### config.mk
export PLATFORM = sky130hd
export DESIGN_NAME = coax_tx_word_serializer
export DESIGN_NICKNAME = d
export VERILOG_FILES = /design/src/rtl/coax_pkg.sv /design/src/rtl/coax_tx_bit_timer.sv /design/src/rtl/coax_tx_word_serializer.sv
export SDC_FILE = /design/constraint.sdc
export NUM_CORES = 1
export LEC_CHECK = 0
export CORE_MARGIN = 10
export CORE_UTILIZATION = 56
export CTS_BUF_LIST = sky130_fd_sc_hd__clkbuf_16
export DETAILED_ROUTE_END_ITERATION = 8
export GPL_TIMING_DRIVEN = 1
export PLACE_DENSITY = 0.88
export SKIP_LAST_GASP = 1
export SLEW_MARGIN = 20
export SYNTH_ARGS = -nofsm -noshare
export SYNTH_HDL_FRONTEND = slang
export SYNTH_SLANG_ARGS = --single-unit
### constraint.sdc
create_clock -name clk -period 2.35 [get_ports clk]
set_input_delay 0.47 -clock clk [delete_from_list [all_inputs] [get_ports clk]]
set_output_delay 0.47 -clock clk [all_outputs]
set_load 0.01 [all_outputs]
### src/rtl/coax_pkg.sv
// Shared coax line constants and FSM encoding, common to the transmit and receive sides.
package coax_pkg;

  localparam int unsigned WORD_W           = 10;
  localparam int unsigned QUIESCE_BITS     = 5;
  localparam int unsigned VIOLATION_HALVES = 3;
  localparam int unsigned END_HALVES       = 4;

  typedef enum logic [2:0] {
    ST_IDLE,
    ST_QUIESCE,
    ST_VIOLATION,
    ST_SYNC,
    ST_DATA,
    ST_PARITY,
    ST_END
  } coax_state_e;

  // Index of the final half-bit spent in each line state.
  function automatic logic [4:0] last_half(input coax_state_e st);
    case (st)
      ST_QUIESCE:   return 5'(2 * QUIESCE_BITS - 1);
      ST_VIOLATION: return 5'(2 * VIOLATION_HALVES - 1);
      ST_SYNC:      return 5'd1;
      ST_DATA:      return 5'(2 * WORD_W - 1);
      ST_PARITY:    return 5'd1;
      ST_END:       return 5'(END_HALVES - 1);
      default:      return 5'd0;
    endcase
  endfunction

endpackage

### src/rtl/coax_tx_bit_timer.sv
// Half-bit tick generator: pulses every CLOCKS_PER_BIT/2 cycles while enabled.
module coax_tx_bit_timer #(
  parameter int unsigned CLOCKS_PER_BIT = 8
) (
  input  logic clk,
  input  logic reset_n,
  input  logic enable,
  output logic tick,
  output logic second
);

  localparam int unsigned HALF = CLOCKS_PER_BIT / 2;
  localparam int unsigned CW   = (HALF > 1) ? $clog2(HALF) : 1;
  localparam logic [CW-1:0] LAST = CW'(HALF - 1);

  logic [CW-1:0] cnt;

  assign tick = enable && (cnt == LAST);

  always_ff @(posedge clk or negedge reset_n) begin
    if (!reset_n) begin
      cnt    <= '0;
      second <= 1'b0;
    end else if (!enable) begin
      cnt    <= '0;
      second <= 1'b0;
    end else if (tick) begin
      cnt    <= '0;
      second <= ~second;
    end else begin
      cnt <= cnt + 1'b1;
    end
  end

endmodule

### src/rtl/coax_tx_word_serializer.sv
// Coax transmit serializer: one-word holding buffer feeding a Manchester frame FSM.
module coax_tx_word_serializer
  import coax_pkg::*;
#(
  parameter int unsigned CLOCKS_PER_BIT = 8
) (
  input  logic              clk,
  input  logic              reset_n,
  input  logic [WORD_W-1:0] data,
  input  logic              valid,
  output logic              ready,
  output logic              tx,
  output logic              active
);

  coax_state_e       state;
  logic [WORD_W-1:0] hold;
  logic [WORD_W-1:0] shreg;
  logic              hold_full;
  logic              par;
  logic [4:0]        hcnt;
  logic              tick;
  logic              second;
  logic              timer_en;
  logic              last;
  logic              enter_sync;

  assign timer_en = (state != ST_IDLE);
  assign ready    = ~hold_full;

  coax_tx_bit_timer #(
    .CLOCKS_PER_BIT(CLOCKS_PER_BIT)
  ) u_timer (
    .clk    (clk),
    .reset_n(reset_n),
    .enable (timer_en),
    .tick   (tick),
    .second (second)
  );

  always_comb begin
    last       = tick && (hcnt == last_half(state));
    enter_sync = last && ((state == ST_VIOLATION) || (state == ST_PARITY && hold_full));
  end

  // tx is registered and always holds the level of the half-bit currently on the line.
  always_ff @(posedge clk or negedge reset_n) begin
    if (!reset_n) begin
      state     <= ST_IDLE;
      tx        <= 1'b0;
      active    <= 1'b0;
      hold      <= '0;
      hold_full <= 1'b0;
      shreg     <= '0;
      par       <= 1'b0;
      hcnt      <= '0;
    end else begin
      if (valid && !hold_full) begin
        hold      <= data;
        hold_full <= 1'b1;
      end

      if (state == ST_IDLE) begin
        if (hold_full) begin
          state  <= ST_QUIESCE;
          active <= 1'b1;
          tx     <= 1'b0;
          hcnt   <= '0;
        end
      end else if (last) begin
        hcnt <= '0;
        case (state)
          ST_QUIESCE:   begin state <= ST_VIOLATION; tx <= 1'b0; end
          ST_VIOLATION: begin state <= ST_SYNC;      tx <= 1'b0; end
          ST_SYNC:      begin state <= ST_DATA;      tx <= ~shreg[WORD_W-1]; end
          ST_DATA:      begin state <= ST_PARITY;    tx <= ~par; end
          ST_PARITY: begin
            if (hold_full) begin
              state <= ST_SYNC;
              tx    <= 1'b0;
            end else begin
              state <= ST_END;
              tx    <= 1'b1;
            end
          end
          default: begin
            state  <= ST_IDLE;
            tx     <= 1'b0;
            active <= 1'b0;
          end
        endcase
      end else if (tick) begin
        hcnt <= hcnt + 5'd1;
        case (state)
          ST_VIOLATION: tx <= (hcnt >= 5'(VIOLATION_HALVES - 1));
          ST_DATA: begin
            if (second) begin
              shreg <= shreg << 1;
              tx    <= ~shreg[WORD_W-2];
            end else begin
              tx <= shreg[WORD_W-1];
            end
          end
          ST_END:  tx <= 1'b1;
          default: tx <= ~tx;
        endcase
      end

      // Holding and shift registers never collide: acceptance needs the holding register empty.
      if (enter_sync) begin
        shreg     <= hold;
        par       <= ^hold;
        hold_full <= 1'b0;
      end
    end
  end

endmodule

# After elaboration in Yosys (flattened, before gate mapping)
# Index checks and enable logic that the tools add are counted.
[totals]
register_bits = 35
inputBits = 13
out_inout_bits = 3
elab_cells = 88
[classes]
add_sub_neg = 2
order_cmp = 1
n_eq_ne = 13
muxes = 34
bitwise_logic = 6
reduce_logical = 22
[op_table]
columns = ["operator", "n"]
rows = [
  ["$mux W10", 6],
  ["$pmux W5 S5", 1],
  ["$mux W5", 4],
  ["$pmux W3 S5", 1],
  ["$mux W1", 14],
  ["$mux W3", 4],
  ["$reduce_bool A2 Y1", 5],
  ["$reduce_xor A10 Y1", 1],
  ["$eq A3 B3 Y1 const B", 3],
  ["$eq A3 B2 Y1 const B", 2],
  ["$ne A2 B2 Y1 const B", 3],
  ["$not A1 Y1", 6],
  ["$pmux W1 S3", 2],
  ["$reduce_bool A3 Y1", 2],
  ["$add A5 B1 Y5 const B", 1],
  ["$eq A5 B5 Y1", 1],
  ["$ge A5 B2 Y1 const B", 1],
  ["$logic_and A1 B1 Y1", 5],
  ["$reduce_and A5 Y1", 1],
  ["$reduce_or A5 Y1", 1],
  ["$mux W2", 2],
  ["$ne A2 B1 Y1 const B", 2],
  ["$reduce_and A2 Y1", 2],
  ["$eq A3 B1 Y1 const B", 1],
  ["7 further kinds", 7],
]

# Logic depth before layout (Yosys ltp)
[depth]
word_depth = 8
depth_mapped = 9
ltp_nobuf = 7

# Cells and area by module
# A second synthesis with hierarchy kept.
[unflattened]
hier_cells = 189
hier_area_um2 = 1918.1
[by_module_without_submodules]
columns = ["mod", "instances", "cells_per_inst", "area_per_inst_um2", "seq_area_each_um2"]
rows = [
  ["coax_tx_word_serializer", 1, 180, 1790.5, 800.8],
  ["coax_tx_bit_timer", 1, 9, 127.6, 75.1],
]

# Least setup slack after synthesis
# OpenSTA, ideal clock, no wires.
[synth_timing]
path_type = "flip-flop to flip-flop"
start = "register state[0]"
end = "register shreg[1]"
setup_time_ns = 0.125
arrival_ns = 1.947
t_required_ns = 2.225
slack_ns = 0.278
path_stages_with_launch = 9
path_buffers = 2
synth_period_minus_slack_ns = 2.072
path_cell_list = "dfrtp_1 -> buf_4 -> and3b_1 -> o311ai_1 -> nand3_2 -> nand4_4 -> buf_6 -> mux2_4 -> mux2_2"
[synth_via]
elab_chain_len = 8
word_cells_on_any_way = 23
cone_classes = "eq/ne (9); mux (2); reduce/logical (12)"
[synth_rtl]
columns = ["element", "line", "source"]
rows = [
  ["from (decl)", "coax_tx_word_serializer.sv:16", "coax_state_e state;"],
  ["from (signal assigned)", "coax_tx_word_serializer.sv:49", "state <= ST_IDLE;"],
  ["from (signal assigned)", "coax_tx_word_serializer.sv:65", "state <= ST_QUIESCE;"],
  ["from (signal assigned)", "coax_tx_word_serializer.sv:73", "ST_QUIESCE: begin state <= ST_VIOLATION; tx <= 1'b0; end"],
  ["$eq A3 B3 Y1 or $eq A3 B2 Y1 (tied branches)", "coax_pkg.sv:21, coax_tx_word_serializer.sv:43", ""],
  ["$reduce_or A2 Y1 (no line)", "--", ""],
  ["$pmux W5 S5", "coax_pkg.sv:21", "case (st)"],
  ["$eq A5 B5 Y1", "coax_tx_word_serializer.sv:42", "last = tick && (hcnt == last_half(state));"],
  ["$logic_and A1 B1 Y1", "coax_tx_word_serializer.sv:42", ""],
  ["$logic_and A1 B1 Y1", "coax_tx_word_serializer.sv:43", "enter_sync = last && ((state == ST_VIOLATION) || (state == ST_PARITY && hold_full));"],
  ["$ne A2 B2 Y1 (no line), or another cell as far along", "--", ""],
  ["$reduce_and A5 Y1 (no line)", "--", ""],
  ["to (signal assigned)", "coax_tx_word_serializer.sv:98", "shreg <= shreg << 1;"],
  ["to (signal assigned)", "coax_tx_word_serializer.sv:111", "shreg <= hold;"],
  ["to (decl)", "coax_tx_word_serializer.sv:18", "logic [WORD_W-1:0] shreg;"],
]
# Several ways; a longest one is shown, not always the timed one.
# A chain may end at the register's enable or synchronous reset.

# Final worst setup path
[layout_timing]
start = "register state[0]"
end = "register shreg[7]"
# The elaborated chain is that of the path after synthesis.

==> flow_summary.json <==
{
  "maxSlewHeadroom": 0.7059,
  "fin_skew_ns": 0.004626,
  "synth_top_flop_cell": "dfrtp_1",
  "numPortBuffers": 15,
  "holdPathStages": 1,
  "end_kind": "flip-flop",
  "grt_max_degree": 36,
  "r2r_start": "state[0]",
  "slowest_stage": "dfrtp_1",
  "io_pins": 16,
  "cts_resized": 0,
  "synth_top_area_cell": "dfrtp_1",
  "reg2reg_slack_ns": 0.08,
  "use_met2": 0.2428,
  "crit_path_end": "shreg[7]",
  "fin_crit_ns": 2.269,
  "crit_path_start_kind": "flip-flop",
  "max_cap_violations": 0,
  "busiest_layer": "met2",
  "grt_pass1_vias": 1599,
  "ys_warn_count": 0,
  "dp_hpwl_mm": 3.034,
  "setup_tns_ns": 0,
  "postCtsSetupRepairBufs": 0,
  "core_mm2": 0.003416,
  "max_stage_delay_ns": 0.47,
  "tightest_slew_ns": 0.4354,
  "clkLatencyLatePin_ns": 0.28,
  "ir_worst_vdd_uv": 676.0,
  "grt_util_met1": 0.1640,
  "holdWs_ns": 0.4434,
  "cts_hold_buffers": 0,
  "first_pass_iters": 4,
  "avgSynthCellArea_um2": 10.80,
  "maxSlewViolCount": 0,
  "gr-total-overflow": 0,
  "ff_latch_area_um2": 875.8,
  "n_antenna_cell": 0,
  "design.die.area_mm2": 0.006459,
  "crit_path_start": "state[0]",
  "p_per_area_mw_per_mm2": 908.3,
  "clock_path_buffers": 2,
  "synth-seq-cells": 35,
  "ant_nets": 0,
  "wl_mm": 4.262,
  "vias_per_cell": 5.859,
  "grt_pass1_wl_mm": 7.320,
  "r2r.worst_path.cells": 7,
  "wl_per_cell_um": 16.27,
  "worstPathMaxFanout": 9,
  "drt_first_iter_violations": 141,
  "power.total_w": 0.002214,
  "die_w_um": 80.37,
  "initial_core_util": 0.5974,
  "cts.sinks": 35,
  "drive_gt1_frac": 0.2546,
  "run_status": "completed",
  "layout_worst_path_cycle_share": 0.9657,
  "synth_common_cells": "dfrtp_1 (35), mux2_2 (19), nand2_1 (15)",
  "h-tree-depth": 2,
  "fmax_mhz": 440.7,
  "hold_path.class": "reg -> reg",
  "postSynthCellCount": 189,
  "std_cell_rows": 21,
  "multiInputGateArea_mm2": 0.001055,
  "finalSetupViolCount": 0,
  "synthTopCellsByArea": "dfrtp_1 (43%), mux2_2 (10%), xnor2_1 (4.3%)",
  "met3_usage": 0.04788,
  "yosys.area.top_type_share": 0.4292,
  "clkTransAtPathRegs_ns": 0.06,
  "required_ns": 2.51,
  "crit_arrival_ns": 2.43,
  "syn_nets": 206,
  "synth-edff-count": 0,
  "drc": 0,
  "area.growth.synth_to_final_pct": 19.44,
  "numCtsBuffers": 5,
  "synthArstFlopShare": 1.000,
  "leakagePower_nw": 1.086,
  "antenna_found_initial": 0,
  "synth_seq_area_share": 0.4292,
  "fill_cells": 255,
  "vias": 1535,
  "cp_cell_sequence": "and3b_1, o311ai_1, nand3_2, nand4_4, buf_4, mux2_2, mux2_1",
  "reg2reg_to": "shreg[7]",
  "place.gp.congestion": 0.8629,
  "crit_type": "reg -> reg",
  "grt.total_usage": 0.1426,
  "dieHeight_um": 80.37,
  "final_nets": 232,
  "rsz0062_at_grt": "no",
  "cts_tree": "yes",
  "syn_area_mm2": 0.002041,
  "post-synth-top-count-cell": "dfrtp_1",
  "hold_viol_final": 0,
  "cts-root-buf": "clkbuf_16",
  "ys_types": 44
}
## area by class of cell
type	count	share of cell area
clock buffer	5	0.05133
clock inverter	3	0.008214
inverter	5	0.007700
multi-input combinational	135	0.4328
sequential	35	0.3593
tap	46	0.02361
timing repair buffer	33	0.1170
## cell usage in the layout (no fill, tap or decap), types with 4 or more instances in the layout
cell type        count
a21oi_1              5
buf_4               18
clkbuf_16            5
clkdlybuf4s50_1     15
dfrtp_1             35
ha_1                 4
inv_1                5
mux2_2              19
mux2_4               5
mux2i_1              5
nand2_1             15
nand3_1              4
nand4_1              4
nor2_1              12
nor3_1               4
o21ai_0             11
o31ai_1              4
xnor2_1             10
## per-stage QoR
step,setup WS [ns],utilization,instance area (um2),instances
2_1_floorplan,0.2783,-,2041,189
3_3_place_gp,0.1824,0.6700,2288,254
3_5_place_dp,0.1084,0.6700,2288,254
4_1_cts,0.1053,0.7125,2434,262
5_1_grt,0.005427,0.7136,2437,262
6_report,0.08066,0.7136,2437,262
## layer usage
layer	vias to the layer above	part of all wire	wire (um)
met5	-	0	0
met4	0	0.011	46
met3	7	0.047	201
met2	40	0.52	2230
met1	760	0.42	1783
li1	728	-	-
## power by group
group          switching, W  internal [W]  total [W]
clock              0.000260      0.000390   0.000651
sequential         0.000119      0.000714   0.000833
combinational      0.000376      0.000353   0.000730
total              0.000756       0.00146    0.00221
## registers in the layout, indices dropped and copies added, names as in the netlist
signal	flops
active	1
hcnt	5
hold	10
hold_full	1
par	1
shreg	10
state	3
tx	1
u_timer.cnt	2
u_timer.second	1
## kinds of logic after synthesis
kind of cell | after synthesis | share of synthesized area
and+or+nand+nor | 54 | 0.1429
AOI/OAI and AO/OA | 35 | 0.1232
DFF | 35 | 0.4292
muxes | 31 | 0.1772
buffers and inverters | 19 | 0.05579
xor gates and xnor gates | 11 | 0.04721
adders and majority gates | 4 | 0.02453
## worst min-delay path by stage
stage                    from              to  slack [ns]
3_5_place_dp   u_timer.cnt[0]  u_timer.cnt[0]        0.44
2_1_floorplan         reset_n          active        0.17
6_report       u_timer.cnt[0]  u_timer.cnt[0]        0.44
3_3_place_gp   u_timer.cnt[0]  u_timer.cnt[0]        0.42
5_1_grt        u_timer.cnt[0]  u_timer.cnt[0]        0.47
4_1_cts        u_timer.cnt[0]  u_timer.cnt[0]        0.45
## critical path: cells and delay by family (launching register included)
kind,cells,cell delay [ns]
muxes,2,0.61
and+or+nand+nor,3,0.59
DFF,1,0.47
AOI/OAI and AO/OA,1,0.33
buffers and inverters,1,0.15
(Power assumes the default switching activity.)
